`src/rtl/mem_access_ctrl_if.sv`:
```
// Request/response channel bundle for mem_access_ctrl.
// The slave modport is the controller side; the master modport is the requester side.
interface mem_access_ctrl_if #(
    parameter int ADDR_WIDTH = 4,
    parameter int DATA_WIDTH = 8,
    parameter int LEN_WIDTH  = 4
);
    logic                  req_valid;
    logic                  req_ready;
    logic                  req_wr;
    logic [ADDR_WIDTH-1:0] req_addr;
    logic [DATA_WIDTH-1:0] req_wdata;
    logic [LEN_WIDTH-1:0]  req_len;
    logic                  rsp_valid;
    logic                  rsp_ready;
    logic [DATA_WIDTH-1:0] rsp_data;
    logic                  rsp_last;

    modport slave (
        input  req_valid, req_wr, req_addr, req_wdata, req_len, rsp_ready,
        output req_ready, rsp_valid, rsp_data, rsp_last
    );

    modport master (
        output req_valid, req_wr, req_addr, req_wdata, req_len, rsp_ready,
        input  req_ready, rsp_valid, rsp_data, rsp_last
    );
endinterface

```
`src/rtl/mem_access_ctrl.sv`:
```
// Request-driven initiator for the 16x8 RAM with a 4-entry read-response buffer.
// Define MEM_ACCESS_CTRL_BURST_EN to honour req_len (read bursts of req_len+1 beats).
module mem_access_ctrl #(
    parameter int ADDR_WIDTH = 4,
    parameter int DATA_WIDTH = 8,
    parameter int LEN_WIDTH  = 4
) (
    input  logic                  clk,
    input  logic                  rst_n,
    mem_access_ctrl_if.slave      bus,
    output logic                  mem_wr_enb,
    output logic [ADDR_WIDTH-1:0] mem_wr_addr,
    output logic [DATA_WIDTH-1:0] mem_wr_data,
    output logic                  mem_rd_enb,
    output logic [ADDR_WIDTH-1:0] mem_rd_addr,
    input  logic [DATA_WIDTH-1:0] mem_rd_data,
    output logic                  busy
);
`ifdef MEM_ACCESS_CTRL_BURST_EN
    localparam int BEAT_W = LEN_WIDTH + 1;
`else
    localparam int BEAT_W = 1;
`endif
    localparam logic [BEAT_W-1:0] BEAT_ONE = BEAT_W'(1'b1);

    typedef enum logic [1:0] {IDLE = 2'd0, WRITE = 2'd1, READ = 2'd2} state_t;

    state_t                r_state;
    state_t                w_state_nxt;
    logic [BEAT_W-1:0]     r_beats;
    logic [BEAT_W-1:0]     w_beats_cur;
    logic [BEAT_W-1:0]     w_beats_nxt;
    logic [BEAT_W-1:0]     w_beats_init;
    logic [ADDR_WIDTH-1:0] r_addr;
    logic [ADDR_WIDTH-1:0] w_addr_cur;
    logic [2:0]            r_outst;
    logic [2:0]            w_outst_nxt;
    logic                  w_accept;
    logic                  w_wr_fire;
    logic                  w_rd_fire;
    logic                  w_issue;
    logic                  w_pop;
    logic                  r_mem_wr_enb;
    logic [ADDR_WIDTH-1:0] r_mem_wr_addr;
    logic [DATA_WIDTH-1:0] r_mem_wr_data;
    logic                  r_mem_rd_enb;
    logic [ADDR_WIDTH-1:0] r_mem_rd_addr;
    logic                  r_rd_last;
    logic                  r_push_vld;
    logic                  r_push_last;
    logic [DATA_WIDTH-1:0] r_buf_data [4];
    logic [3:0]            r_buf_last;
    logic [1:0]            r_wr_ptr;
    logic [1:0]            r_rd_ptr;
    logic [2:0]            r_count;
    logic                  r_req_ready;
    logic                  r_busy;

`ifdef MEM_ACCESS_CTRL_BURST_EN
    assign w_beats_init = {1'b0, bus.req_len} + BEAT_ONE;
`else
    logic w_unused_len;
    assign w_beats_init = 1'b1;
    assign w_unused_len = ^bus.req_len;
`endif

    // Request acceptance, next state and read-beat scheduling against buffer credit
    always_comb begin
        w_accept    = bus.req_valid & (r_state == IDLE);
        w_wr_fire   = w_accept & bus.req_wr;
        w_rd_fire   = w_accept & ~bus.req_wr;
        w_state_nxt = r_state;
        w_beats_cur = r_beats;
        w_addr_cur  = r_addr;
        case (r_state)
            IDLE: begin
                if (w_wr_fire) begin
                    w_state_nxt = WRITE;
                end else if (w_rd_fire) begin
                    w_state_nxt = READ;
                    w_beats_cur = w_beats_init;
                    w_addr_cur  = bus.req_addr;
                end else begin
                    w_state_nxt = IDLE;
                end
            end
            WRITE:   w_state_nxt = IDLE;
            READ: begin
                if (r_beats == '0) begin
                    w_state_nxt = IDLE;
                end else begin
                    w_state_nxt = READ;
                end
            end
            default: w_state_nxt = IDLE;
        endcase
        // Outstanding counts scheduled, in-flight and buffered beats, so 4 caps the buffer
        w_issue = (w_rd_fire | (r_state == READ)) & (w_beats_cur != '0) & (r_outst != 3'd4);
        if (w_issue) begin
            w_beats_nxt = w_beats_cur - BEAT_ONE;
        end else begin
            w_beats_nxt = w_beats_cur;
        end
        w_pop       = (r_count != 3'd0) & bus.rsp_ready;
        w_outst_nxt = r_outst + {2'b00, w_issue} - {2'b00, w_pop};
    end

    // FSM state register
    always_ff @(posedge clk or negedge rst_n) begin
        if (!rst_n) begin
            r_state <= IDLE;
        end else begin
            r_state <= w_state_nxt;
        end
    end

    // Registered RAM ports, beat/address tracking, credit and status flags
    always_ff @(posedge clk or negedge rst_n) begin
        if (!rst_n) begin
            r_beats       <= '0;
            r_addr        <= '0;
            r_outst       <= 3'd0;
            r_mem_wr_enb  <= 1'b0;
            r_mem_wr_addr <= '0;
            r_mem_wr_data <= '0;
            r_mem_rd_enb  <= 1'b0;
            r_mem_rd_addr <= '0;
            r_rd_last     <= 1'b0;
            r_push_vld    <= 1'b0;
            r_push_last   <= 1'b0;
            r_req_ready   <= 1'b1;
            r_busy        <= 1'b0;
        end else begin
            r_beats      <= w_beats_nxt;
            r_addr       <= w_issue ? (w_addr_cur + ADDR_WIDTH'(1'b1)) : w_addr_cur;
            r_outst      <= w_outst_nxt;
            r_mem_wr_enb <= w_wr_fire;
            if (w_wr_fire) begin
                r_mem_wr_addr <= bus.req_addr;
                r_mem_wr_data <= bus.req_wdata;
            end
            r_mem_rd_enb <= w_issue;
            if (w_issue) begin
                r_mem_rd_addr <= w_addr_cur;
                r_rd_last     <= (w_beats_nxt == '0);
            end
            r_push_vld  <= r_mem_rd_enb;
            r_push_last <= r_rd_last;
            r_req_ready <= (w_state_nxt == IDLE);
            r_busy      <= (w_state_nxt != IDLE) | (w_outst_nxt != 3'd0);
        end
    end

    // Response FIFO of {data, last}
    always_ff @(posedge clk or negedge rst_n) begin
        if (!rst_n) begin
            for (int i = 0; i < 4; i++) begin
                r_buf_data[i] <= '0;
            end
            r_buf_last <= 4'd0;
            r_wr_ptr   <= 2'd0;
            r_rd_ptr   <= 2'd0;
            r_count    <= 3'd0;
        end else begin
            if (r_push_vld) begin
                r_buf_data[r_wr_ptr] <= mem_rd_data;
                r_buf_last[r_wr_ptr] <= r_push_last;
                r_wr_ptr             <= r_wr_ptr + 2'd1;
            end
            if (w_pop) begin
                r_rd_ptr <= r_rd_ptr + 2'd1;
            end
            r_count <= r_count + {2'b00, r_push_vld} - {2'b00, w_pop};
        end
    end

    assign bus.req_ready = r_req_ready;
    assign bus.rsp_valid = (r_count != 3'd0);
    assign bus.rsp_data  = r_buf_data[r_rd_ptr];
    assign bus.rsp_last  = r_buf_last[r_rd_ptr];
    assign mem_wr_enb    = r_mem_wr_enb;
    assign mem_wr_addr   = r_mem_wr_addr;
    assign mem_wr_data   = r_mem_wr_data;
    assign mem_rd_enb    = r_mem_rd_enb;
    assign mem_rd_addr   = r_mem_rd_addr;
    assign busy          = r_busy;
endmodule
```
`src/flat_wrapper.sv`:
```
// flat-port wrapper written by rule: the top's interface ports become plain ports
module mem_access_ctrl_flat 
#(
    parameter int ADDR_WIDTH = 4,
    parameter int DATA_WIDTH = 8,
    parameter int LEN_WIDTH  = 4
)
  (clk, rst_n, mem_wr_enb, mem_wr_addr, mem_wr_data, mem_rd_enb, mem_rd_addr, mem_rd_data, busy, bus_req_valid, bus_req_wr, bus_req_addr, bus_req_wdata, bus_req_len, bus_rsp_ready, bus_req_ready, bus_rsp_valid, bus_rsp_data, bus_rsp_last);
  mem_access_ctrl_if #(.ADDR_WIDTH(ADDR_WIDTH), .DATA_WIDTH(DATA_WIDTH), .LEN_WIDTH(LEN_WIDTH)) bus_i ();
  input  logic clk;
  input  logic rst_n;
  output logic mem_wr_enb;
  output logic [ADDR_WIDTH-1:0] mem_wr_addr;
  output logic [DATA_WIDTH-1:0] mem_wr_data;
  output logic mem_rd_enb;
  output logic [ADDR_WIDTH-1:0] mem_rd_addr;
  input  logic [DATA_WIDTH-1:0] mem_rd_data;
  output logic busy;
  input wire logic [$bits(bus_i.req_valid)-1:0] bus_req_valid;
  input wire logic [$bits(bus_i.req_wr)-1:0] bus_req_wr;
  input wire logic [$bits(bus_i.req_addr)-1:0] bus_req_addr;
  input wire logic [$bits(bus_i.req_wdata)-1:0] bus_req_wdata;
  input wire logic [$bits(bus_i.req_len)-1:0] bus_req_len;
  input wire logic [$bits(bus_i.rsp_ready)-1:0] bus_rsp_ready;
  output wire logic [$bits(bus_i.req_ready)-1:0] bus_req_ready;
  output wire logic [$bits(bus_i.rsp_valid)-1:0] bus_rsp_valid;
  output wire logic [$bits(bus_i.rsp_data)-1:0] bus_rsp_data;
  output wire logic [$bits(bus_i.rsp_last)-1:0] bus_rsp_last;
  assign bus_i.req_valid = bus_req_valid;
  assign bus_i.req_wr = bus_req_wr;
  assign bus_i.req_addr = bus_req_addr;
  assign bus_i.req_wdata = bus_req_wdata;
  assign bus_i.req_len = bus_req_len;
  assign bus_i.rsp_ready = bus_rsp_ready;
  assign bus_req_ready = bus_i.req_ready;
  assign bus_rsp_valid = bus_i.rsp_valid;
  assign bus_rsp_data = bus_i.rsp_data;
  assign bus_rsp_last = bus_i.rsp_last;
  mem_access_ctrl #(.ADDR_WIDTH(ADDR_WIDTH), .DATA_WIDTH(DATA_WIDTH), .LEN_WIDTH(LEN_WIDTH)) u_core (.clk(clk), .rst_n(rst_n), .bus(bus_i), .mem_wr_enb(mem_wr_enb), .mem_wr_addr(mem_wr_addr), .mem_wr_data(mem_wr_data), .mem_rd_enb(mem_rd_enb), .mem_rd_addr(mem_rd_addr), .mem_rd_data(mem_rd_data), .busy(busy));
endmodule
```
`config.mk`:
```
export PLATFORM = sky130hd
export DESIGN_NAME = mem_access_ctrl_flat
export DESIGN_NICKNAME = d
export VERILOG_FILES = /design/src/rtl/mem_access_ctrl_if.sv /design/src/rtl/mem_access_ctrl.sv /design/src/flat_wrapper.sv
export SDC_FILE = /design/constraint.sdc
export NUM_CORES = 1
export LEC_CHECK = 0
export ABC_AREA = 0
export CORE_MARGIN = 10
export CORE_UTILIZATION = 56
export CTS_CLUSTER_SIZE = 10
export DETAILED_ROUTE_END_ITERATION = 7
export PLACE_DENSITY = 0.84
export SYNTH_ARGS = -nofsm -noshare
export SYNTH_HDL_FRONTEND = slang
export SYNTH_SLANG_ARGS = --single-unit
```
`constraint.sdc`:
```
create_clock -name clk -period 4.11 [get_ports clk]
set_clock_uncertainty 0.1 [all_clocks]
set_input_delay 1.233 -clock clk [delete_from_list [all_inputs] [get_ports clk]]
set_output_delay 1.233 -clock clk [all_outputs]
set_load 0.005 [all_outputs]
```
After elaboration in Yosys (flattened, before gate mapping)
Index checks and enable logic that the tools add are counted.
Word-level totals
  latch bits: 0
  bits in writable memories: 0
  input port bits: 29
  memories: 0
  logic and storage cells: 80
  output and inout bits: 30
  flip-flop bits (word level): 76
  bits in read-only memories: 0
Operators by class
  reduce and logical (&&, ||, !) cells: 7
  multiplexer cells: 23
  eq/ne operators: 2
  bitwise gates (word level): 12
  multiply operators: 0
  $add $sub $neg: 8
  div/mod/pow operators: 0
  shift operators: 0
  $lt $le $gt $ge: 6
Operators with widths (number)
  $bwmux W32: 1
  $mux W8: 3
  $bmux W8 S2: 1
  $demux W8 S2: 1
  $mux W4: 4
  $add A3 B1 Y3: 2
  $and A1 B1 Y1: 6
  $ge A3 B3 Y1 const B: 2
  $lt A2 B3 Y1 const B: 2
  $mux W1: 6
  $mux W2: 3
  $not A2 Y3: 2
  $reduce_bool A3 Y1: 2
  $sub A3 B1 Y3: 2
  $add A2 B1 Y2 const B: 2
  $add A4 B1 Y4 const B: 1
  $bwmux W4: 1
  $logic_not A2 Y1: 2
  $pmux W2 S2: 1
  $lt A3 B1 Y1 const B: 1
  $ne A3 B3 Y1 const B: 1
  $bmux W1 S2: 1
  $demux W1 S2: 1
  $eq A2 B2 Y1 const B: 1
  other kinds (6): 9

Depth between registers and ports, before layout
  depth in word-level cells: 12
  depth in mapped cells: 10
  depth with buffers taken out: 10

Least setup slack after synthesis
No wires, ideal clock.
  path type: input-to-reg
  from: in bus_req_wr
  to: reg u_core.r_busy (netlist: u_core.busy)
  arrival time: 3.044 ns
  data required time: 3.889 ns
  path slack: 0.845 ns
  setup time: 0.121 ns
  stages: 8
  buffers on the path: 2
  cells stage by stage: or4b_1 -> buf_2 -> a21oi_4 -> buf_4 -> ha_1 -> fa_1 -> nor3_1 -> nand2_1
On the way
  longest elaborated chain between the ends: 11
  elaborated cells between the ends (all ways): 17
  classes of those cells: add/sub (2); mux (6); bitwise (7); reduce/logical (2)
Ends and longest elaborated chain
  start, declared: RTL line flat_wrapper.sv:20  | input wire logic [$bits(bus_i.req_wr)-1:0] bus_req_wr;
  $not A1 Y1: RTL line mem_access_ctrl.sv:71  | w_rd_fire = w_accept & ~bus.req_wr;
  $and A1 B1 Y1: RTL line mem_access_ctrl.sv:71
  $mux W1: RTL line mem_access_ctrl.sv:79  | end else if (w_rd_fire) begin
  $mux W1: RTL line mem_access_ctrl.sv:77  | if (w_wr_fire) begin
  $mux W1: RTL line mem_access_ctrl.sv:75  | case (r_state)
  $and A1 B1 Y1 * (2 in a row): RTL line mem_access_ctrl.sv:98  | w_issue = (w_rd_fire | (r_state == READ)) & (w_beats_cur != '0) & (r_outst != 3'd4);
  net u_core.w_issue: RTL line mem_access_ctrl.sv:41  | logic w_issue;
  $add A3 B1 Y3 *: RTL line mem_access_ctrl.sv:105  | w_outst_nxt = r_outst + {2'b00, w_issue} - {2'b00, w_pop};
  $sub A3 B1 Y3 *: RTL line mem_access_ctrl.sv:105
  net u_core.w_outst_nxt[1]: RTL line mem_access_ctrl.sv:37  | logic [2:0] w_outst_nxt;
  $reduce_bool A3 Y1 *: RTL line mem_access_ctrl.sv:150  | r_busy <= (w_state_nxt != IDLE) | (w_outst_nxt != 3'd0);
  $or A1 B1 Y1 *: RTL line mem_access_ctrl.sv:150
  end signal, assigned: RTL line mem_access_ctrl.sv:150
  end, declared: RTL line mem_access_ctrl.sv:57  | logic r_busy;
The timed path passes the listed nets; every way through them passes the cells marked *.
A chain may end at the register's enable or synchronous reset.

Final worst setup path
  from: reg u_core.r_rd_ptr[0]
  to: out bus_rsp_data[4]
On the way
  longest elaborated chain between the ends: 4
Ends and longest elaborated chain
  start, declared: RTL line mem_access_ctrl.sv:54  | logic [1:0] r_rd_ptr;
  start signal, assigned: RTL line mem_access_ctrl.sv:171  | r_rd_ptr <= r_rd_ptr + 2'd1;
  $not A2 Y3 (implied by the code): RTL line mem_access_ctrl.sv:179  | assign bus.rsp_data = r_buf_data[r_rd_ptr];
  $bmux W8 S2: RTL line mem_access_ctrl.sv:179
  $mux W8 (implied by the code) (2 in a row): RTL line mem_access_ctrl.sv:179
  end, declared: RTL line flat_wrapper.sv:27  | output wire logic [$bits(bus_i.rsp_data)-1:0] bus_rsp_data;
No other way between the ends. The select of a mux whose other input is x is not followed.

==> Flow_metrics.wiki <==
{| class="wikitable"
! Metric !! Value
|-
| Status || finished, final reports clean
|-
| Clock tree sinks || between 70 and 80
|-
| Routed WL per cell || around 17 um
|-
| Number of design-rule violations left by the first detailed-router iteration || 49
|-
| Layout net count || approximately 320
|-
| CP max FO || 11
|-
| Reg-to-reg critical path startpoint || u_core.r_count[1]
|-
| Post-synth design cell area || around 3300 um2
|-
| Setup fix buffers added after clock tree synthesis || 0
|-
| Hold path startpoint || u_core.r_rd_last
|-
| Post-route clock period utilization || 0.8596
|-
| Non-Filler Cell Area, Final || 4069 um2
|-
| Post_cts resized || 0
|-
| Detailed-route wire length || ~6000 um
|-
| Worst rel slew slack || 0.3764
|-
| Register-to-register path setup slack || approximately 1.5 ns
|-
| Leakage component of the power || ~0.0017 uW
|-
| Transition at the pin with the smallest max-transition slack || 0.9354 ns
|-
| Peak Freq || 283.0 MHz
|-
| FF-to-FF End || u_core.busy
|-
| Number of hold violations in the final report || 0
|-
| Final-report setup violation count || 0
|-
| Kind of start point of the critical path || register
|-
| Count of cell types in the netlist || 30
|-
| Via count of the first global-routing pass || 2,082
|-
| Final core utilization || 0.7300
|-
| Die width || approximately 96 um
|-
| Sort of element at the end of the critical path || output port
|-
| Total number of H-tree levels || 3
|-
| Setup Total Neg Slack || 0 ns
|-
| Clock input transition at the sequential cells of the worst setup and hold paths || 0.08 ns
|-
| Count of unresolved DRC violations after routing || 0
|-
| WP data arrival || about 2.2 ns
|-
| Synth-to-layout area growth || 25.08%
|-
| Mean instance size in the synthesized netlist || ~15 um2
|-
| Row Count || 27
|-
| Largest net degree at the start of global routing || 77
|-
| Antenna diode count || 0
|-
| Commonest register cell after synthesis || sky130_fd_sc_hd__dfrtp_1
|-
| Proportion of layout cells with a drive suffix above 1 || 0.2918
|-
| Worst hold path type || reg -> reg
|-
| Share of flip-flops with an asynchronous set or reset after synthesis || 1.000
|-
| Area after DPL || between 3000 and 4000 um2
|-
| Worst-skew pair later-pin latency || between 0.3 and 0.4 ns
|-
| Via/cell ratio || ~5.3
|-
| Number of warning messages in the yosys log || 0
|-
| Library cell with the largest summed area after synthesis || sky130_fd_sc_hd__dfrtp_1
|-
| Depth of the most critical reg-to-reg path || 10
|-
| Worst VDD drop || 0.4076 mV
|-
| Ranking of synthesized cells by instance count || 75 x sky130_fd_sc_hd__dfrtp_1, 49 x sky130_fd_sc_hd__mux2_2, 13 x sky130_fd_sc_hd__inv_1
|-
| Largest cells by area after synthesis || sky130_fd_sc_hd__dfrtp_1 58%, sky130_fd_sc_hd__mux2_2 17%, sky130_fd_sc_hd__mux4_2 6.2%
|-
| Number of storage elements in the synthesis netlist || between 70 and 80
|-
| Max Cap Violations || 0
|-
| Core Area || roughly 5600 um2
|-
| Die boundary height || ~96 um
|-
| Post-CTS Hold Buffers || 0
|-
| Number of stages on the worst hold path || 0
|-
| Share of synthesized area occupied by flip-flops and latches || 0.5850
|-
| Hold endpoint || u_core.r_push_last
|-
| RSZ-0062 raised after global routing || false
|-
| Clock tree from TritonCTS || done
|-
| Share of the synthesized area in the top cell type || 0.5769
|-
| Number of I/O port buffers || 54
|-
| Count leader, synth || sky130_fd_sc_hd__dfrtp_1
|-
| Required time reported for the critical path endpoint || around 2.8 ns
|-
| Detailed-routing iteration count for the pre-antenna-repair pass || 4
|-
| I/O pin total || just under 60
|-
| Cells after Synth || approximately 220
|-
| Buffer depth of the longest clock path || 2
|-
| Routability-driven placement congestion ratio || about 0.76
|-
| Setup Crit Path Kind || reg -> out
|-
| Power per cell area || approximately 720 nW/um2
|-
| Total clock buffers created by CTS || 9
|-
| Antenna viol nets, final || 0
|-
| Period minus WS final || 3.533 ns
|-
| Overflow after GRT || 0
|-
| Final Max Tran Viols || 0
|-
| Vias after detailed routing || 1,857
|-
| Initial antenna violation count || 0
|-
| Wire length of the first global-routing pass || roughly 10000 um
|-
| Global Route Usage Sum || 0.1411
|-
| HPWL Detailed || roughly 4200 um
|-
| Number of enable flip-flop cells after synthesis || 0
|-
| Area of the die || 9257 um2
|-
| Initial standard-cell utilization of the core || 0.5836
|-
| Mapped Nets || 255
|-
| Cell at the root of the clock tree || sky130_fd_sc_hd__clkbuf_8
|}
[critical path: stages, from the launching register on]
cell and delay [ns]:
sky130_fd_sc_hd__dfrtp_1 0.78, sky130_fd_sc_hd__mux4_2 0.59, sky130_fd_sc_hd__clkdlybuf4s50_1 0.48
[flip-flops by register name (all words and copies together), names as in the netlist]
register and cells:
u_core.r_buf_data 32, u_core.mem_wr_data 8, u_core.mem_rd_addr 4, u_core.mem_wr_addr 4, u_core.r_addr 4, u_core.r_buf_last 4
u_core.r_count 3, u_core.r_outst 3, u_core.r_rd_ptr 2, u_core.r_state 2, u_core.r_wr_ptr 2, u_core.bus.req_ready 1
u_core.busy 1, u_core.mem_rd_enb 1, u_core.mem_wr_enb 1, u_core.r_beats 1, u_core.r_push_last 1, u_core.r_push_vld 1
u_core.r_rd_last 1
[worst max-delay path by stage]
stage / startpoint / endpoint / slack, ns / cells after the start
after floorplan: bus_req_wr / u_core.busy / 0.85 / 8
after global placement: bus_req_wr / u_core.busy / 0.46 / 7
after detailed placement: bus_req_wr / u_core.busy / 0.42 / 7
after CTS: u_core.r_rd_ptr[0] / bus_rsp_last / 0.54 / 2
after global routing: u_core.r_rd_ptr[0] / bus_rsp_last / 0.47 / 2
final: u_core.r_rd_ptr[0] / bus_rsp_data[4] / 0.58 / 2
[metal layers]
metal | global-route usage | wire (um) | share of wire | vias to the layer above
li1 | - | - | - | 874
met1 | 0.1650 | 2501 | 0.42 | 928
met2 | 0.2175 | 2861 | 0.48 | 49
met3 | 0.07315 | 562 | 0.094 | 6
met4 | 0.05160 | 63 | 0.011 | 0
met5 | 0 | 0 | 0 | -
[through the flow]
stage	power (uW)	instances	hold WS [ns]	worst slack (ns)
2_1_floorplan	1901	215	0.2468	0.8450
3_3_place_gp	2336	337	0.2564	0.4616
3_5_place_dp	2400	337	0.2690	0.4224
4_1_cts	2980	353	0.2822	0.5435
5_1_grt	3142	353	0.2933	0.4688
6_report	2936	353	0.2810	0.5769
[placed cells by master (no fill, tap or decap)]
cell type	count
sky130_fd_sc_hd__a21o_1	1
sky130_fd_sc_hd__a21oi_1	5
sky130_fd_sc_hd__a21oi_4	1
sky130_fd_sc_hd__and2_1	1
sky130_fd_sc_hd__buf_4	3
sky130_fd_sc_hd__bufinv_16	1
sky130_fd_sc_hd__clkbuf_1	1
sky130_fd_sc_hd__clkbuf_8	11
sky130_fd_sc_hd__clkdlybuf4s50_1	53
sky130_fd_sc_hd__clkinv_2	2
sky130_fd_sc_hd__clkinvlp_4	1
sky130_fd_sc_hd__dfrtp_1	75
sky130_fd_sc_hd__dfstp_2	1
sky130_fd_sc_hd__fa_1	2
sky130_fd_sc_hd__ha_1	9
sky130_fd_sc_hd__inv_1	13
sky130_fd_sc_hd__mux2_2	49
sky130_fd_sc_hd__mux2i_1	3
sky130_fd_sc_hd__mux2i_4	1
sky130_fd_sc_hd__mux4_2	9
sky130_fd_sc_hd__nand2_1	11
sky130_fd_sc_hd__nand2b_1	1
sky130_fd_sc_hd__nand3b_1	1
sky130_fd_sc_hd__nor2_1	4
sky130_fd_sc_hd__nor3_1	3
sky130_fd_sc_hd__nor3b_1	1
sky130_fd_sc_hd__nor4b_2	1
sky130_fd_sc_hd__nor4b_4	1
sky130_fd_sc_hd__o21ai_0	3
sky130_fd_sc_hd__or2_2	1
sky130_fd_sc_hd__or3_1	1
sky130_fd_sc_hd__or4b_1	1
sky130_fd_sc_hd__xnor2_1	7
sky130_fd_sc_hd__xor2_1	3
[area by class of cell]
cell class,instances,area [um2]
clock inverter,4,47.55
inverter,13,48.80
tap,72,90.09
timing repair buffer,56,553.0
multi-input combinational,120,1271
clock buffer,12,155.1
fill,379,1505
sequential,76,1903
[logic make-up (layout without fill, tap and decap cells)]
group,count (synthesis),count (layout),share of synthesized area
compound gates,10,10,0.01962
xor+xnor,10,10,0.02692
flops,76,76,0.5850
mux,62,62,0.2481
fa+ha+maj,11,11,0.04692
buf+inv,19,85,0.02423
simple gates,27,27,0.04923
[power by group]
group | switching [uW] | internal, uW | total, uW
Clock | 257 | 312 | 569
Sequential | 218 | 1060 | 1280
Combinational | 371 | 714 | 1090
Total | 846 | 2090 | 2940
Note: power is estimated with default switching activity, not from simulation.
